==> src/rtl/cluster_periph_demux_pkg.sv <==
// Shared definitions for the cluster peripheral demux: the SPER_*_ID slot map,
// the error read-data constant, the tracker entry layout and a slot-map helper.
package cluster_periph_demux_pkg;

  // Slot map of the cluster peripheral plugs. Slot 3 is a hole in the map.
  localparam int unsigned SPER_EOC_ID         = 0;
  localparam int unsigned SPER_TIMER_ID       = 1;
  localparam int unsigned SPER_EVENT_U_ID     = 2;
  localparam int unsigned SPER_RSVD_ID        = 3;
  localparam int unsigned SPER_HWPE_ID        = 4;
  localparam int unsigned SPER_ICACHE_CTRL_ID = 5;
  localparam int unsigned SPER_DMA_CL_ID      = 6;
  localparam int unsigned SPER_DMA_FC_ID      = 7;
  localparam int unsigned SPER_JPEG_ID        = 8;
  localparam int unsigned SPER_EXT_ID         = 9;

  // Read data returned for accesses that hit an unmapped slot.
  localparam logic [31:0] PERIPH_DEMUX_ERR_RDATA = 32'hBADA_CCE5;

  // Widest transaction ID a tracker entry can hold.
  localparam int unsigned PERIPH_DEMUX_MAX_ID_WIDTH = 8;

  typedef logic [3:0] per_slot_t;

  // One outstanding transaction: target plug, error flag and initiator ID.
  typedef struct packed {
    per_slot_t                            slot;
    logic                                 err;
    logic [PERIPH_DEMUX_MAX_ID_WIDTH-1:0] id;
  } periph_trk_entry_t;

  // A slot is backed by a plug when it exists and is not the reserved hole.
  function automatic logic periph_slot_mapped(input per_slot_t slot,
                                              input int unsigned nb_speriphs);
    return ({28'd0, slot} < nb_speriphs) && ({28'd0, slot} != SPER_RSVD_ID);
  endfunction

endpackage

==> src/rtl/cluster_periph_demux_if.sv <==
// Master-side request/response bus of the cluster peripheral demux.
//
// Handshake: the master raises req with stable add/wen/wdata/be/id and holds
// them until a cycle where gnt is also high; that cycle (req & gnt) is the
// transfer. gnt may be high without req and then means nothing. Every
// transfer produces exactly one single-cycle r_valid pulse carrying
// r_rdata/r_opc/r_id, in request order; the master cannot stall responses.
interface cluster_periph_demux_if #(
  parameter int unsigned ADDR_WIDTH = 32,
  parameter int unsigned DATA_WIDTH = 32,
  parameter int unsigned ID_WIDTH   = 5
);
  localparam int unsigned BE_WIDTH = DATA_WIDTH / 8;

  logic                  req;
  logic                  gnt;
  logic [ADDR_WIDTH-1:0] add;
  logic                  wen;
  logic [DATA_WIDTH-1:0] wdata;
  logic [BE_WIDTH-1:0]   be;
  logic [ID_WIDTH-1:0]   id;
  logic                  r_valid;
  logic [DATA_WIDTH-1:0] r_rdata;
  logic                  r_opc;
  logic [ID_WIDTH-1:0]   r_id;

  modport master (
    output req, add, wen, wdata, be, id,
    input  gnt, r_valid, r_rdata, r_opc, r_id
  );

  modport slave (
    input  req, add, wen, wdata, be, id,
    output gnt, r_valid, r_rdata, r_opc, r_id
  );

endinterface

==> src/rtl/cluster_periph_demux_tracker.sv <==
// Outstanding-transaction FIFO for the peripheral demux. Exposes the head
// entry, full/empty flags and the slot of the most recently pushed entry,
// which the demux uses to keep all in-flight traffic on a single plug.
module cluster_periph_demux_tracker
  import cluster_periph_demux_pkg::*;
#(
  parameter int unsigned DEPTH = 2
) (
  input  logic              clk_i,
  input  logic              rst_i,
  input  logic              push_i,
  input  periph_trk_entry_t entry_i,
  input  logic              pop_i,
  output periph_trk_entry_t head_o,
  output logic              full_o,
  output logic              empty_o,
  output per_slot_t         last_slot_o
);

  localparam int unsigned PTR_W = (DEPTH > 1) ? $clog2(DEPTH) : 1;
  localparam int unsigned CNT_W = $clog2(DEPTH + 1);

  periph_trk_entry_t mem_q [DEPTH];
  logic [PTR_W-1:0]  wr_ptr_q, wr_ptr_d;
  logic [PTR_W-1:0]  rd_ptr_q, rd_ptr_d;
  logic [CNT_W-1:0]  cnt_q, cnt_d;
  per_slot_t         last_slot_q, last_slot_d;
  logic              push_ok, pop_ok;

  function automatic logic [PTR_W-1:0] ptr_inc(input logic [PTR_W-1:0] p);
    return (p == PTR_W'(DEPTH - 1)) ? '0 : p + PTR_W'(1);
  endfunction

  assign full_o      = (cnt_q == CNT_W'(DEPTH));
  assign empty_o     = (cnt_q == '0);
  assign push_ok     = push_i & ~full_o;
  assign pop_ok      = pop_i & ~empty_o;
  assign head_o      = mem_q[rd_ptr_q];
  assign last_slot_o = last_slot_q;

  // Next-state of pointers, occupancy and last-pushed slot.
  always_comb begin
    wr_ptr_d    = wr_ptr_q;
    rd_ptr_d    = rd_ptr_q;
    cnt_d       = cnt_q;
    last_slot_d = last_slot_q;
    if (push_ok) begin
      wr_ptr_d    = ptr_inc(wr_ptr_q);
      last_slot_d = entry_i.slot;
    end
    if (pop_ok) begin
      rd_ptr_d = ptr_inc(rd_ptr_q);
    end
    case ({push_ok, pop_ok})
      2'b10:   cnt_d = cnt_q + CNT_W'(1);
      2'b01:   cnt_d = cnt_q - CNT_W'(1);
      default: cnt_d = cnt_q;
    endcase
  end

  // Control state; reset empties the FIFO.
  always_ff @(posedge clk_i) begin
    if (rst_i) begin
      wr_ptr_q    <= '0;
      rd_ptr_q    <= '0;
      cnt_q       <= '0;
      last_slot_q <= '0;
    end else begin
      wr_ptr_q    <= wr_ptr_d;
      rd_ptr_q    <= rd_ptr_d;
      cnt_q       <= cnt_d;
      last_slot_q <= last_slot_d;
    end
  end

  // Entry storage; contents are only meaningful while counted as occupied.
  always_ff @(posedge clk_i) begin
    if (push_ok) begin
      mem_q[wr_ptr_q] <= entry_i;
    end
  end

endmodule

==> src/rtl/cluster_periph_demux.sv <==
// Cluster peripheral demux: routes one request stream to NB_SPERIPHS plugs
// by address slot and returns responses in order with their IDs.
// Optional feature macro: PERIPH_DEMUX_ERR_RESP_EN. When defined, unmapped
// slots are answered locally with an error response; when undefined they are
// routed to the external plug (SPER_EXT_ID), which must exist.
module cluster_periph_demux
  import cluster_periph_demux_pkg::*;
#(
  parameter int unsigned ADDR_WIDTH      = 32,
  parameter int unsigned DATA_WIDTH      = 32,
  parameter int unsigned ID_WIDTH        = 5,
  parameter int unsigned NB_SPERIPHS     = 10,
  parameter int unsigned ADDR_SEL_LSB    = 10,
  parameter int unsigned MAX_OUTSTANDING = 2
) (
  input  logic                              clk_i,
  input  logic                              rst_i,
  cluster_periph_demux_if.slave             bus_s,
  output logic [NB_SPERIPHS-1:0]            per_req_o,
  output logic [ADDR_WIDTH-1:0]             per_add_o,
  output logic                              per_wen_o,
  output logic [DATA_WIDTH-1:0]             per_wdata_o,
  output logic [DATA_WIDTH/8-1:0]           per_be_o,
  output logic [ID_WIDTH-1:0]               per_id_o,
  input  logic [NB_SPERIPHS-1:0]            per_gnt_i,
  input  logic [NB_SPERIPHS-1:0]            per_r_valid_i,
  input  logic [NB_SPERIPHS*DATA_WIDTH-1:0] per_r_rdata_i,
  input  logic [NB_SPERIPHS-1:0]            per_r_opc_i
);

  per_slot_t               req_slot, tgt_slot, trk_last_slot;
  logic                    req_mapped, req_err;
  logic [NB_SPERIPHS-1:0]  tgt_onehot, head_onehot;
  logic                    stall, gnt, push, pop, head_rsp;
  logic                    trk_full, trk_empty;
  periph_trk_entry_t       push_entry, trk_head;
  logic [DATA_WIDTH-1:0]   head_rdata;
  logic                    head_opc;

  logic                    r_valid_q;
  logic [DATA_WIDTH-1:0]   r_rdata_q;
  logic                    r_opc_q;
  logic [ID_WIDTH-1:0]     r_id_q;

  assign req_slot   = bus_s.add[ADDR_SEL_LSB+3:ADDR_SEL_LSB];
  assign req_mapped = periph_slot_mapped(req_slot, NB_SPERIPHS);

`ifdef PERIPH_DEMUX_ERR_RESP_EN
  assign req_err  = ~req_mapped;
  assign tgt_slot = req_slot;
`else
  assign req_err  = 1'b0;
  assign tgt_slot = req_mapped ? req_slot : per_slot_t'(SPER_EXT_ID);
`endif

  // Shared request fields go to every plug; only per_req_o selects one.
  assign per_add_o   = bus_s.add;
  assign per_wen_o   = bus_s.wen;
  assign per_wdata_o = bus_s.wdata;
  assign per_be_o    = bus_s.be;
  assign per_id_o    = bus_s.id;

  // Keeping all in-flight traffic on one plug guarantees in-order responses
  // without reorder buffering. Only registered tracker state feeds the stall,
  // so a pop never opens the grant in the same cycle.
  assign stall = trk_full | (~trk_empty & (tgt_slot != trk_last_slot));

  // Decode target and head plugs; an error head owns no plug.
  always_comb begin
    tgt_onehot  = '0;
    head_onehot = '0;
    for (int p = 0; p < NB_SPERIPHS; p++) begin
      tgt_onehot[p]  = (tgt_slot == per_slot_t'(p));
      head_onehot[p] = ~trk_head.err & (trk_head.slot == per_slot_t'(p));
    end
  end

  // Request routing and grant; everything is held off during reset.
  always_comb begin
    per_req_o = '0;
    gnt       = 1'b0;
    if (!rst_i && !stall) begin
      if (req_err) begin
        gnt = bus_s.req;
      end else begin
        per_req_o = tgt_onehot & {NB_SPERIPHS{bus_s.req}};
        gnt       = |(per_gnt_i & tgt_onehot);
      end
    end
  end

  assign bus_s.gnt = gnt;
  assign push      = bus_s.req & gnt;

  always_comb begin
    push_entry      = '0;
    push_entry.slot = tgt_slot;
    push_entry.err  = req_err;
    push_entry.id   = PERIPH_DEMUX_MAX_ID_WIDTH'(bus_s.id);
  end

  cluster_periph_demux_tracker #(
    .DEPTH (MAX_OUTSTANDING)
  ) u_tracker (
    .clk_i       (clk_i),
    .rst_i       (rst_i),
    .push_i      (push),
    .entry_i     (push_entry),
    .pop_i       (pop),
    .head_o      (trk_head),
    .full_o      (trk_full),
    .empty_o     (trk_empty),
    .last_slot_o (trk_last_slot)
  );

  // Select the response of the plug the head entry is waiting on.
  always_comb begin
    head_rdata = '0;
    head_opc   = 1'b0;
    for (int p = 0; p < NB_SPERIPHS; p++) begin
      if (head_onehot[p]) begin
        head_rdata = per_r_rdata_i[p*DATA_WIDTH +: DATA_WIDTH];
        head_opc   = per_r_opc_i[p];
      end
    end
  end

  assign head_rsp = |(per_r_valid_i & head_onehot);
  // Error entries retire unconditionally; mapped ones wait for their plug.
  assign pop      = ~trk_empty & (trk_head.err | head_rsp);

  // Single register stage on the response path.
  always_ff @(posedge clk_i) begin
    if (rst_i) begin
      r_valid_q <= 1'b0;
      r_rdata_q <= '0;
      r_opc_q   <= 1'b0;
      r_id_q    <= '0;
    end else begin
      r_valid_q <= pop;
      if (pop) begin
        r_id_q <= trk_head.id[ID_WIDTH-1:0];
`ifdef PERIPH_DEMUX_ERR_RESP_EN
        if (trk_head.err) begin
          r_rdata_q <= DATA_WIDTH'(PERIPH_DEMUX_ERR_RDATA);
          r_opc_q   <= 1'b1;
        end else begin
          r_rdata_q <= head_rdata;
          r_opc_q   <= head_opc;
        end
`else
        r_rdata_q <= head_rdata;
        r_opc_q   <= head_opc;
`endif
      end
    end
  end

  assign bus_s.r_valid = r_valid_q;
  assign bus_s.r_rdata = r_rdata_q;
  assign bus_s.r_opc   = r_opc_q;
  assign bus_s.r_id    = r_id_q;

  // Entry ID bits above ID_WIDTH are always zero.
  if (ID_WIDTH < PERIPH_DEMUX_MAX_ID_WIDTH) begin : g_id_pad
    logic unused_id_pad;
    assign unused_id_pad = ^trk_head.id[PERIPH_DEMUX_MAX_ID_WIDTH-1:ID_WIDTH];
  end

  // A response on any plug other than the head's breaks response ordering.
  assert property (@(posedge clk_i) disable iff (rst_i)
    trk_empty || ((per_r_valid_i & ~head_onehot) == '0));

endmodule

==> src/flat_wrapper.sv <==
// flat-port wrapper written by rule: the top's interface ports become plain ports
module cluster_periph_demux_flat import cluster_periph_demux_pkg::*;
#(
  parameter int unsigned ADDR_WIDTH      = 32,
  parameter int unsigned DATA_WIDTH      = 32,
  parameter int unsigned ID_WIDTH        = 5,
  parameter int unsigned NB_SPERIPHS     = 10,
  parameter int unsigned ADDR_SEL_LSB    = 10,
  parameter int unsigned MAX_OUTSTANDING = 2
)
  (clk_i, rst_i, per_req_o, per_add_o, per_wen_o, per_wdata_o, per_be_o, per_id_o, per_gnt_i, per_r_valid_i, per_r_rdata_i, per_r_opc_i, bus_s_req, bus_s_add, bus_s_wen, bus_s_wdata, bus_s_be, bus_s_id, bus_s_gnt, bus_s_r_valid, bus_s_r_rdata, bus_s_r_opc, bus_s_r_id);
  cluster_periph_demux_if #(.ADDR_WIDTH(ADDR_WIDTH), .DATA_WIDTH(DATA_WIDTH), .ID_WIDTH(ID_WIDTH)) bus_s_i ();
  input  logic clk_i;
  input  logic rst_i;
  output logic [NB_SPERIPHS-1:0] per_req_o;
  output logic [ADDR_WIDTH-1:0] per_add_o;
  output logic per_wen_o;
  output logic [DATA_WIDTH-1:0] per_wdata_o;
  output logic [DATA_WIDTH/8-1:0] per_be_o;
  output logic [ID_WIDTH-1:0] per_id_o;
  input  logic [NB_SPERIPHS-1:0] per_gnt_i;
  input  logic [NB_SPERIPHS-1:0] per_r_valid_i;
  input  logic [NB_SPERIPHS*DATA_WIDTH-1:0] per_r_rdata_i;
  input  logic [NB_SPERIPHS-1:0] per_r_opc_i;
  input wire logic [$bits(bus_s_i.req)-1:0] bus_s_req;
  input wire logic [$bits(bus_s_i.add)-1:0] bus_s_add;
  input wire logic [$bits(bus_s_i.wen)-1:0] bus_s_wen;
  input wire logic [$bits(bus_s_i.wdata)-1:0] bus_s_wdata;
  input wire logic [$bits(bus_s_i.be)-1:0] bus_s_be;
  input wire logic [$bits(bus_s_i.id)-1:0] bus_s_id;
  output wire logic [$bits(bus_s_i.gnt)-1:0] bus_s_gnt;
  output wire logic [$bits(bus_s_i.r_valid)-1:0] bus_s_r_valid;
  output wire logic [$bits(bus_s_i.r_rdata)-1:0] bus_s_r_rdata;
  output wire logic [$bits(bus_s_i.r_opc)-1:0] bus_s_r_opc;
  output wire logic [$bits(bus_s_i.r_id)-1:0] bus_s_r_id;
  assign bus_s_i.req = bus_s_req;
  assign bus_s_i.add = bus_s_add;
  assign bus_s_i.wen = bus_s_wen;
  assign bus_s_i.wdata = bus_s_wdata;
  assign bus_s_i.be = bus_s_be;
  assign bus_s_i.id = bus_s_id;
  assign bus_s_gnt = bus_s_i.gnt;
  assign bus_s_r_valid = bus_s_i.r_valid;
  assign bus_s_r_rdata = bus_s_i.r_rdata;
  assign bus_s_r_opc = bus_s_i.r_opc;
  assign bus_s_r_id = bus_s_i.r_id;
  cluster_periph_demux #(.ADDR_WIDTH(ADDR_WIDTH), .DATA_WIDTH(DATA_WIDTH), .ID_WIDTH(ID_WIDTH), .NB_SPERIPHS(NB_SPERIPHS), .ADDR_SEL_LSB(ADDR_SEL_LSB), .MAX_OUTSTANDING(MAX_OUTSTANDING)) u_core (.clk_i(clk_i), .rst_i(rst_i), .bus_s(bus_s_i), .per_req_o(per_req_o), .per_add_o(per_add_o), .per_wen_o(per_wen_o), .per_wdata_o(per_wdata_o), .per_be_o(per_be_o), .per_id_o(per_id_o), .per_gnt_i(per_gnt_i), .per_r_valid_i(per_r_valid_i), .per_r_rdata_i(per_r_rdata_i), .per_r_opc_i(per_r_opc_i));
endmodule
==> config.mk <==
export PLATFORM = sky130hd
export DESIGN_NAME = cluster_periph_demux_flat
export DESIGN_NICKNAME = d
export VERILOG_FILES = /design/src/rtl/cluster_periph_demux_pkg.sv /design/src/rtl/cluster_periph_demux_if.sv /design/src/rtl/cluster_periph_demux_tracker.sv /design/src/rtl/cluster_periph_demux.sv /design/src/flat_wrapper.sv
export SDC_FILE = /design/constraint.sdc
export NUM_CORES = 1
export LEC_CHECK = 0
export BUFFER_PORTS_ARGS = -buffer_cell sky130_fd_sc_hd__buf_2
export CORE_AREA = 5 5 210 212
export DETAILED_ROUTE_END_ITERATION = 8
export DIE_AREA = 0 0 215 217
export GPL_TIMING_DRIVEN = 0
export SLEW_MARGIN = 10
export SYNTH_ARGS = -nofsm -noshare
export SYNTH_HDL_FRONTEND = slang
export SYNTH_SLANG_ARGS = --single-unit
==> constraint.sdc <==
create_clock -name clk_i -period 3.5 [get_ports clk_i]
set_input_delay 0 -clock clk_i [delete_from_list [all_inputs] [get_ports clk_i]]
set_output_delay 0 -clock clk_i [all_outputs]
set_load 0.01 [all_outputs]
==> flow_summary_export.csv <==
group,metric,value,unit
detailed_routing,route.detailed.drc,0,
global_routing,global_route_wire_length_before_repair,67700,um
floorplan,starting_utilization_of_the_core_area,0.157,
synthesis,combinational_family_with_the_most_area_after_synthesis,"compound AO/OA/AOI/OAI gates",
cts,cts.clk_slew.worst_paths,0.06,ns
synthesis,synthesized_nets,1295,
synthesis,synth.yosys.seq_area_share,0.229,
place,placement.cell_area,9650,um^2
sta,setup_ws,0.162,ns
cts,tritoncts_num_sinks,66,
critical_path,path_class,"register to register",
sta,timing.slew.headroom,0.162,
layout,final_net_count,1794,
cts,cts.path.max_buffers,2,
cts,clock_latency,0.37,ns
detailed_routing,firstDrtPassIters,6,
power,power_density,404,nW/um^2
sta,final_period_util,0.954,
cts,cts_tree,"built",
detailed_routing,vias_per_cell,4.82,
synthesis,syn-mean-instance-area,7.56,um^2
sta,max_freq,300,MHz
critical_path,timing.critical_path.arrival,3.62,ns
power,p_leak,4.75,nW
global_routing,grt_usage,0.200,
power,power.ir.vdd_worst,0.242,mV
critical_path,crit_fanout,10,
synthesis,synthCells,867,
power,total_power,4.06,mW
synthesis,netlist.top_cell.by_area,"dfxtp_1",
layout,fin_area,10100,um^2
min_path,worst_hold_path_type,"input pin to register",
detailed_routing,vias,9236,
synthesis,synth_mux_area_frac,0.131,
place,gpl.final_weighted_congestion,0.866,
sta,setup_viol_count_final,0,
critical_path,rr_startpoint,"u_core.u_tracker.mem_q[0][5]",
synthesis,synthSimpleGateAreaFrac,0.191,
critical_path,setup.worst_path.end_class,"register",
layout,finalCoreUtilization,0.241,
detailed_routing,drt-initial-drc-count,704,
synthesis,synthFlopType,"dfxtp_1",
sta,clock-skew-final,0.0151,ns
synthesis,synth_enable_flop_cells,18,
run_status,result_of_the_run,"complete, no violations",
sta,final_period_minus_worst_setup_slack,3.34,ns
cts,numCtsBuffers,9,
critical_path,setup.worst_path.end,"u_core.u_tracker.cnt_q[1]",
synthesis,yosys.area_share.adder,0.00191,
floorplan,die_area,46700,um^2
global_routing,antenna_found_initial,15,
synthesis,post-synth-top-area-fraction,0.147,
cts,clock_tree.root_cell,"clkbuf_16",
cts,cts_htree_levels,3,
sta,unrepaired_setup_endpoints_after_global_routing,"yes",
run,max_cap_violations,0,
floorplan,rows,75,
floorplan,die_w,215,um
synthesis,synth.ff_latch_count,66,
critical_path,timing.reg2reg.setup_slack,0.16,ns
critical_path,critPathLaunch,"u_core.u_tracker.mem_q[0][5]",
synthesis,async_flop_share,0,
global_routing,number_of_global_route_vias_before_repair,9337,
sta,report.final.hold_viol_count,0,
place,placement.io_buffers,480,
place,hpwlAfterDp,41300,um
synthesis,netlist_area,6560,um^2
synthesis,ys_types,74,
floorplan,core_area,41800,um^2
layout,area_grow_syn2layout,53.4,%
detailed_routing,detail_route.wirelength,49900,um
synthesis,largest_cells_by_area_after_synthesis,"dfxtp_1, nand2_1, buf_4",
global_routing,grt_max_degree,13,
layout,final_layout_size_suffix_gt1_frac,0.465,
critical_path,r2r-end,"u_core.u_tracker.cnt_q[1]",
synthesis,synth_area_in_compound_gates,0.298,
global_routing,globalRouteOverflowTotal,0,
place,post-place-ws,-0.374,ns
critical_path,cp-start-kind,"register",
synthesis,synthXorXnorAreaFrac,0.00801,
floorplan,io_pins,551,
detailed_routing,ant_nets,0,
critical_path,cell_depth_of_the_worst_flop_to_flop_path,10,
sta,report.final.slew_viol_count,0,
detailed_routing,wl_per_cell,26.1,um
critical_path,cp_required,3.78,ns
floorplan,die_h,217,um
layout,finalNonFillerCells,1915,
sta,worst_pin_slew,1.25,ns
synthesis,synthesis.yosys.warnings,0,
place,dpl.cell_count,1887,
==> repair_timing <==
action,CTS,global route
endpoints found under the hold margin,11,0
hold buffers,6,0
setup buffers,1,0
pin swaps,1,0
gates resized for setup,7,13
endpoints found under the setup margin,21,9
==> per-stage QoR <==
stage	setup TNS (ns)	hold WS, ns
after floorplan	0	0.0510
after global placement	-3.06	0.188
after detailed placement	-1.68	0.186
after CTS	0	0.0378
after global routing	0	0.0778
final	0	0.0606
==> synthesized netlist by cell type, types with 7 or more instances <==
library cell and count:
o21ai_0 27, edfxtp_1 18, buf_1 12, buf_2 11, mux2i_1 53, o32ai_1 8, a2111o_1 21, o2bb2ai_1 22
o31ai_1 8, nor2_1 33, nand3_1 16, a31oi_1 28, a211oi_1 11, mux2_2 26, nand4_1 21, clkbuf_1 51
a221oi_1 9, nand2_1 165, buf_4 76, dfxtp_1 48, a211o_1 7, a21oi_1 61, inv_1 12, o22ai_1 29
==> worst min-delay path by stage <==
| stage | start | endpoint | slack, ns | cells past startpoint |
|---|---|---|---|---|
| 3_5_place_dp | bus_s_add[13] | per_add_o[13] | 0.19 | 2 |
| 6_report | per_r_rdata_i[59] | u_core.bus_s.r_rdata[27] | 0.06 | 4 |
| 5_1_grt | bus_s_req | u_core.u_tracker.last_slot_o[0] | 0.08 | 3 |
| 3_3_place_gp | bus_s_add[31] | per_add_o[31] | 0.19 | 2 |
| 2_1_floorplan | bus_s_add[11] | per_req_o[1] | 0.05 | 1 |
| 4_1_cts | per_r_rdata_i[59] | u_core.bus_s.r_rdata[27] | 0.04 | 4 |
==> layout make-up <==
class	instances	area, um^2
flip-flops and latches	66	1500
clock buffers	11	243
fillers	4705	31700
well taps	539	674
repair buffers	488	2480
inverters	13	48.8
plain buffers	151	891
diodes	5	12.5
multi-input cells	637	4180
clock inverters	5	31.3
==> cell families (layout without fill, tap and decap cells) <==
logic type      Yosys count  after routing
compound gates          270            270
xor+xnor                  6              6
mux                      81             81
flops                    66             66
fa+ha+maj                 1              1
simple gates            278            278
other cells               1              6
buf+inv                 164            668
==> routing by layer <==
layer / GRT usage / part of all wire / vias to the layer above
li1: - / - / 4172
met1: 0.251 / 0.40 / 4375
met2: 0.349 / 0.48 / 610
met3: 0.0535 / 0.092 / 69
met4: 0.0405 / 0.021 / 10
met5: 0 / 0.00090 / -
==> power by group <==
part           total, mW  switching [mW]  internal [mW]
Clock              0.883           0.387          0.496
Sequential         0.930          0.0572          0.872
Combinational       2.25            1.44          0.804
==> registers in the layout, summed over array words and instances (netlist names), named ones only <==
name                          flops
u_core.bus_s.r_rdata             32
u_core.u_tracker.mem_q           18
u_core.bus_s.r_id                 5
u_core.u_tracker.last_slot_o      4
u_core.u_tracker.cnt_q            2
u_core.bus_s.r_opc                1
u_core.bus_s.r_valid              1
u_core.u_tracker.rd_ptr_q         1
u_core.u_tracker.wr_ptr_q         1
==> placed cells by master (no fill, tap or decap), types with 10 or more instances in the layout <==
cell type / count
buf_4: 77
nor2_1: 33
a2111o_1: 21
buf_2: 490
nand3_1: 16
nand2_1: 165
mux2_2: 26
buf_1: 10
a211oi_1: 10
nand4_1: 21
o21ai_0: 27
o2bb2ai_1: 22
a31oi_1: 28
clkbuf_1: 47
o22ai_1: 29
a21oi_1: 61
dfxtp_1: 48
mux2i_1: 52
inv_1: 12
edfxtp_1: 18
==> worst max-delay path, cell delays in order (launching register included) <==
cell,delay (ns)
edfxtp_1,0.52
or4_1,0.55
o31a_1,0.28
o221a_4,0.33
o211ai_4,0.24
nand2_4,0.17
inv_2,0.11
clkbuf_4,0.24
ha_1,0.29
or3_1,0.38
a21oi_1,0.15
(Power assumes the default switching activity.)
